`config.mk`:
```
export PLATFORM = sky130hd
export DESIGN_NAME = ad_capture_sched
export DESIGN_NICKNAME = d
export VERILOG_FILES = /design/src/rtl/ad_pkg.sv /design/src/rtl/knob_avg.sv /design/src/rtl/ad_capture_sched.sv
export SDC_FILE = /design/constraint.sdc
export NUM_CORES = 1
export LEC_CHECK = 0
export ABC_AREA = 1
export CELL_PAD_IN_SITES_DETAIL_PLACEMENT = 0
export CELL_PAD_IN_SITES_GLOBAL_PLACEMENT = 1
export CORE_MARGIN = 5
export CORE_UTILIZATION = 43
export DETAILED_ROUTE_END_ITERATION = 6
export PLACE_DENSITY = 0.91
export SYNTH_ARGS = -nofsm -noshare
export SYNTH_HDL_FRONTEND = slang
export SYNTH_HIERARCHICAL = 1
export SYNTH_SLANG_ARGS = --single-unit
export TNS_END_PERCENT = 100
```
`constraint.sdc`:
```
create_clock -name clk -period 4.05 [get_ports clk]
set_input_delay 0.81 -clock clk [delete_from_list [all_inputs] [get_ports clk]]
set_output_delay 0.81 -clock clk [all_outputs]
set_load 0.05 [all_outputs]
```
`src/rtl/ad_pkg.sv`:
```
// ad_pkg -- shared definitions for the dual-ADC capture scheduler.
//
// Contents:
//   ADC_W        sample width of both AD9226 channels
//   ADC_MIDSCALE offset-binary midscale code, a sensible default trig_level
//   cap_state_t  capture FSM state encoding
package ad_pkg;

   localparam int ADC_W = 12;

   localparam logic [ADC_W-1:0] ADC_MIDSCALE = 12'h800;

   typedef enum logic [1:0] {
      IDLE    = 2'd0,
      ARM     = 2'd1,
      CAPTURE = 2'd2,
      DONE    = 2'd3
   } cap_state_t;

endpackage

```
`src/rtl/knob_avg.sv`:
```
// Periodic sampler and block averager for the control potentiometer channel.
//
// Takes one sample of din every KNOB_PERIOD clocks, sums 2**AVG_LOG2 of them,
// then publishes the truncated mean on val with a one-cycle valid pulse.
//
// Ports:
//   clk    in   sample clock
//   rst    in   asynchronous active-high reset
//   din    in   ADC_W  registered potentiometer sample
//   val    out  ADC_W  latest block average
//   valid  out  1      pulses for one cycle when val updates
module knob_avg
   import ad_pkg::*;
#(
   parameter int KNOB_PERIOD = 65000,
   parameter int AVG_LOG2    = 4
) (
   input  logic             clk,
   input  logic             rst,
   input  logic [ADC_W-1:0] din,
   output logic [ADC_W-1:0] val,
   output logic             valid
);

   localparam int PCNT_W = (KNOB_PERIOD > 2) ? $clog2(KNOB_PERIOD) : 1;
   localparam int ACC_W  = ADC_W + AVG_LOG2;
   localparam int CNT_W  = AVG_LOG2 + 1;

   localparam logic [PCNT_W-1:0] PCNT_LAST = PCNT_W'(KNOB_PERIOD - 1);
   localparam logic [CNT_W-1:0]  CNT_FULL  = CNT_W'(2 ** AVG_LOG2);

   logic [PCNT_W-1:0] pcnt;
   logic [ACC_W-1:0]  acc;
   logic [CNT_W-1:0]  cnt;

   always_ff @(posedge clk or posedge rst) begin
      if (rst) begin
         pcnt  <= '0;
         acc   <= '0;
         cnt   <= '0;
         val   <= '0;
         valid <= 1'b0;
      end else begin
         valid <= 1'b0;

         if (pcnt == PCNT_LAST) pcnt <= '0;
         else                   pcnt <= pcnt + 1'b1;

         // The publish cycle can never coincide with a sample tick because
         // KNOB_PERIOD >= 2, so no sample is lost when the accumulator clears.
         if (cnt == CNT_FULL) begin
            val   <= acc[ACC_W-1:AVG_LOG2];
            valid <= 1'b1;
            acc   <= '0;
            cnt   <= '0;
         end else if (pcnt == PCNT_LAST) begin
            acc <= acc + ACC_W'(din);
            cnt <= cnt + 1'b1;
         end
      end
   end

endmodule

```
`src/rtl/ad_capture_sched.sv`:
```
// ad_capture_sched -- capture scheduler for the dual-AD9226 front end.
//
// Channel 1 (control potentiometer) is block-averaged by a sub-module.
// Channel 2 is armed by start, waits for a rising crossing of trig_level,
// then streams a decimated window of 2**ADDR_W samples into the sample RAM
// write port.
//
// Optional build macro AD_CAPTURE_SCHED_TRIG_TIMEOUT_EN: when defined, an ARM
// that sees no crossing for TIMEOUT cycles auto-triggers on the current sample.
//
// state   | meaning
// --------+--------------------------------------------------------------
// IDLE    | nothing armed since reset
// ARM     | waiting for a rising crossing of trig_level
// CAPTURE | writing decimated samples, addresses 0..DEPTH-1
// DONE    | window complete; start re-arms
module ad_capture_sched
   import ad_pkg::*;
#(
   parameter int ADDR_W      = 10,
   parameter int KNOB_PERIOD = 65000,
   parameter int AVG_LOG2    = 4,
   parameter int TIMEOUT     = 1_000_000
) (
   input  logic              clk,
   input  logic              rst,
   input  logic [ADC_W-1:0]  ad1_data,
   input  logic [ADC_W-1:0]  ad2_data,
   input  logic              start,
   input  logic [ADC_W-1:0]  trig_level,
   input  logic [7:0]        decim,
   output logic [ADC_W-1:0]  knob_val,
   output logic              knob_valid,
   output logic              wr_en,
   output logic [ADDR_W-1:0] wr_addr,
   output logic [ADC_W-1:0]  wr_data,
   output logic              busy,
   output logic              done
);

   localparam logic [ADDR_W-1:0] ADDR_LAST = {ADDR_W{1'b1}};

   logic [ADC_W-1:0]  ad1_q;
   logic [ADC_W-1:0]  ad2_q;
   logic [ADC_W-1:0]  prev2;
   cap_state_t        state;
   cap_state_t        state_nxt;
   logic [7:0]        decim_r;
   logic [7:0]        dcnt;
   logic [ADDR_W-1:0] addr_cnt;
   logic              crossing;
   logic              trigger;
   logic              arm_go;
   logic              do_wr;

   always_ff @(posedge clk or posedge rst) begin
      if (rst) begin
         ad1_q <= '0;
         ad2_q <= '0;
         prev2 <= '0;
      end else begin
         ad1_q <= ad1_data;
         ad2_q <= ad2_data;
         prev2 <= ad2_q;
      end
   end

   // Equal-to-level counts as crossed; a signal already above the level
   // on both samples does not.
   assign crossing = (prev2 < trig_level) && (ad2_q >= trig_level);

`ifdef AD_CAPTURE_SCHED_TRIG_TIMEOUT_EN
   localparam int TO_W = (TIMEOUT > 2) ? $clog2(TIMEOUT) : 1;
   localparam logic [TO_W-1:0] TO_LAST = TO_W'(TIMEOUT - 1);

   logic [TO_W-1:0] arm_cnt;

   always_ff @(posedge clk or posedge rst) begin
      if (rst)                arm_cnt <= '0;
      else if (state == ARM)  arm_cnt <= arm_cnt + 1'b1;
      else                    arm_cnt <= '0;
   end

   assign trigger = crossing || (arm_cnt == TO_LAST);
`else
   assign trigger = crossing;
`endif

   always_ff @(posedge clk or posedge rst) begin
      if (rst) state <= IDLE;
      else     state <= state_nxt;
   end

   always_comb begin
      state_nxt = state;
      arm_go    = 1'b0;
      do_wr     = 1'b0;
      case (state)
         IDLE, DONE: begin
            if (start) begin
               state_nxt = ARM;
               arm_go    = 1'b1;
            end
         end
         ARM: begin
            if (trigger) begin
               state_nxt = CAPTURE;
               do_wr     = 1'b1;
            end
         end
         CAPTURE: begin
            // The visible write of the last address ends the window; leave
            // before addr_cnt wraps.
            if (wr_en && (wr_addr == ADDR_LAST)) state_nxt = DONE;
            else if (dcnt == decim_r)            do_wr     = 1'b1;
         end
         default: state_nxt = IDLE;
      endcase
   end

   assign busy = (state == ARM) || (state == CAPTURE);
   assign done = (state == DONE);

   always_ff @(posedge clk or posedge rst) begin
      if (rst) begin
         decim_r  <= '0;
         dcnt     <= '0;
         addr_cnt <= '0;
         wr_en    <= 1'b0;
         wr_addr  <= '0;
         wr_data  <= '0;
      end else begin
         wr_en <= 1'b0;
         if (arm_go) begin
            decim_r  <= decim;
            dcnt     <= '0;
            addr_cnt <= '0;
         end
         if (do_wr) begin
            wr_en    <= 1'b1;
            wr_addr  <= addr_cnt;
            wr_data  <= ad2_q;
            addr_cnt <= addr_cnt + 1'b1;
            dcnt     <= '0;
         end else if (state == CAPTURE) begin
            dcnt <= dcnt + 1'b1;
         end
      end
   end

   knob_avg #(
      .KNOB_PERIOD (KNOB_PERIOD),
      .AVG_LOG2    (AVG_LOG2)
   ) u_knob_avg (
      .clk   (clk),
      .rst   (rst),
      .din   (ad1_q),
      .val   (knob_val),
      .valid (knob_valid)
   );

endmodule

```
==> impl_metrics.json <==
{
  "clk_latency_ns": 0.41,
  "drcViolationCount": 0,
  "finClkSkew_ns": 0.00500,
  "hold_slack_ns": 0.388,
  "path_class": "reg2out",
  "layout_common_cells": "nand2_1, dfrtp_1, clkdlybuf4s50_1, inv_1, nor2_1",
  "yosysTopAreaCellShare_pct": 48.0,
  "hold_viol": 0,
  "tritoncts": "done",
  "ys_seq_area_share_pct": 48.0,
  "synthToLayoutAreaGrowth_pct": 22.9,
  "syn-num-nets": 891,
  "tightest_slew_ns": 0.965,
  "clk_pin_slew_ns": 0.06,
  "drv_slew": 0,
  "setup-tns-final_ns": 0,
  "cts_num_sinks": 137,
  "netlist_instances": 799,
  "yosysWarningCount": 6,
  "min_path_type": "reg2reg",
  "p_leak_nw": 4.27,
  "synth_area_um2": 7140,
  "grt_max_degree": 88,
  "status": "finished, final reports clean",
  "initial_core_util_pct": 43.4,
  "firstDrtPassIters": 5,
  "synth_seq_cells": 137,
  "maxCapViolCount": 0,
  "fillers": 1531,
  "fin_crit_ns": 3.15,
  "via_per_inst": 4.83,
  "overflow": 0,
  "placed_cells": 1091,
  "dr.first_iter.drc_count": 419,
  "place_congestion": 0.894,
  "design_area_um2": 8780,
  "setup_violations": 0,
  "cpPeakStageDelay_ns": 0.87,
  "slew_headroom_pct": 35.5,
  "r2r_slack_ns": 1.75,
  "vias": 5418,
  "fin_util_pct": 53.3,
  "fp.dieArea_um2": 19300,
  "layout-drive-gt1-share_pct": 11.2,
  "crit_top_cell": "inv_1",
  "max_freq_ghz": 0.317,
  "cts.path.max_buffers": 2,
  "path_cells": "inv_1, ha_1, inv_1, clkdlybuf4s50_1",
  "cts_resized": 0,
  "io_buffers": 84,
  "fp.dieH_um": 139,
  "core_um2": 16500,
  "dp_hpwl_mm": 11.1,
  "final_cells": 1122,
  "cts-root-buf": "clkbuf_16",
  "grt_pass1_wl_mm": 26.1,
  "antenna_found_initial": 0,
  "placed_cell_area_um2": 8150,
  "crit_fanout": 5,
  "drt_wl_total_mm": 15.4,
  "holdBufCountCts": 0,
  "numCtsBuffers": 17,
  "ios": 85,
  "ys_types": 49,
  "synth_ff_type": "dfrtp_1",
  "worstPathRequired_ns": 3.24,
  "synth_top_area_cell": "dfrtp_1",
  "end_kind": "output pin",
  "grt_use_total_pct": 16.6,
  "final_common_cell": "nand2_1",
  "arrival_ns": 2.34,
  "async_flop_share_pct": 100,
  "grt_pass1_vias": 5224,
  "fin_crit_sh_pct": 77.9,
  "synth.top_cells.by_area": "dfrtp_1, nand2_1, ha_1, inv_1, nand3_1",
  "rows": 47,
  "power_density_nw_per_um2": 489,
  "fin_nets": 982,
  "ctsHtreeMaxLevel": 4,
  "antenna_left": 0,
  "wire_per_inst_um": 13.7,
  "fp.dieW_um": 139,
  "grt_setup_unrepaired": "false",
  "cts_setup_buffers": 0,
  "diodes": 0,
  "synth.avg_cell_area_um2": 8.94,
  "vdd_drop_max_v": 0.000382,
  "crit_slowest_cell": "clkdlybuf4s50_1",
  "critPathLaunchType": "flip-flop",
  "synth_edf_count": 0
}
worst paths after layout:
kind | depth (start not counted) | end | startpoint
setup / recovery | 4 | busy | state[0]$_DFFE_PP0P_
hold / removal | 0 | prev2[0]$_DFF_PP0_ | ad2_q[0]$_DFF_PP0_
setup reg to reg | 12 | addr_cnt[9]$_DFFE_PP0P_ | ad2_q[9]$_DFF_PP0_
hold reg to reg | 0 | prev2[0]$_DFF_PP0_ | ad2_q[0]$_DFF_PP0_
max in group asynchronous | 3 | u_knob_avg/acc[1]$_DFFE_PP0P_ | rst
min in group asynchronous | 3 | prev2[11]$_DFF_PP0_ | rst
flip-flops by register name (all words and copies together) (netlist names), 10 cells and up:
name	flops
ad1_q	12
ad2_q	12
addr_cnt	10
prev2	12
u_knob_avg/acc	16
u_knob_avg/pcnt	16
u_knob_avg/val	12
wr_addr	10
wr_data	12
area by class of cell:
cell class	count	area, um^2	area share (%)
Timing Repair Buffer	86	868	9.89
Sequential cell	137	3430	39.0
Clock buffer	19	453	5.16
Inverter	93	365	4.16
Tap cell	220	275	3.14
Multi-Input combinational cell	555	3220	36.6
Clock inverter	12	174	1.98
report_power, final:
part,switching (W),internal [W],leakage [nW]
clock network,0.000570,0.00106,0.309
logic,0.000653,0.000376,2.19
registers,0.000121,0.00152,1.78
worst max-delay path, delay by kind of cell (launching register included):
kind / cells / cell delay [ns]
fa+ha+maj: 1 / 0.37
flops: 1 / 0.42
buf+inv: 3 / 1.13
per-layer routing:
layer | routed length, um | global-route usage [%] | vias up | share of wire (%)
met5 | 0 | 0 | - | 0
met4 | 219 | 5.15 | 0 | 1.4
met3 | 551 | 3.79 | 19 | 3.6
met2 | 7070 | 25.1 | 103 | 46
met1 | 7550 | 23.7 | 2541 | 49
li1 | - | - | 2755 | -
cell families after synthesis:
group           after synthesis  share of synthesized area (%)
compound gates               71                           6.36
xor+xnor                     29                           3.56
fa+ha+maj                    45                           7.99
buf+inv                     107                           7.01
flops                       137                           48.0
mux                           8                           1.26
simple gates                402                           25.8
cells in the mapped netlist (2+ instances only):
| library cell | number |
|---|---|
| nor2_2 | 4 |
| nand2_2 | 4 |
| nand3_2 | 8 |
| nor2_4 | 4 |
| or2_2 | 3 |
| nand2_8 | 2 |
| xor2_1 | 15 |
| o21ai_2 | 12 |
| a21oi_2 | 2 |
| o21ai_0 | 9 |
| xnor2_1 | 14 |
| nor3_2 | 2 |
| nand4_1 | 18 |
| inv_1 | 85 |
| clkbuf_1 | 3 |
| nand3b_1 | 5 |
| mux2_2 | 8 |
| nand2_1 | 238 |
| nand2_4 | 2 |
| dfrtp_1 | 137 |
| buf_6 | 7 |
| o21ai_1 | 16 |
| o22ai_2 | 3 |
| ha_1 | 44 |
| a21oi_1 | 22 |
| inv_2 | 6 |
| nor3_1 | 10 |
| nand3_1 | 45 |
| nor2_1 | 51 |
metrics by stage:
| step | total power (W) | setup WS (ns) |
|---|---|---|
| after floorplan | 0.00238 | 0.990 |
| after global placement | 0.00268 | 0.859 |
| after detailed placement | 0.00270 | 0.824 |
| after CTS | 0.00435 | 0.875 |
| after global routing | 0.00450 | 0.803 |
| final | 0.00430 | 0.896 |
Power figures use the tool's default switching activity.
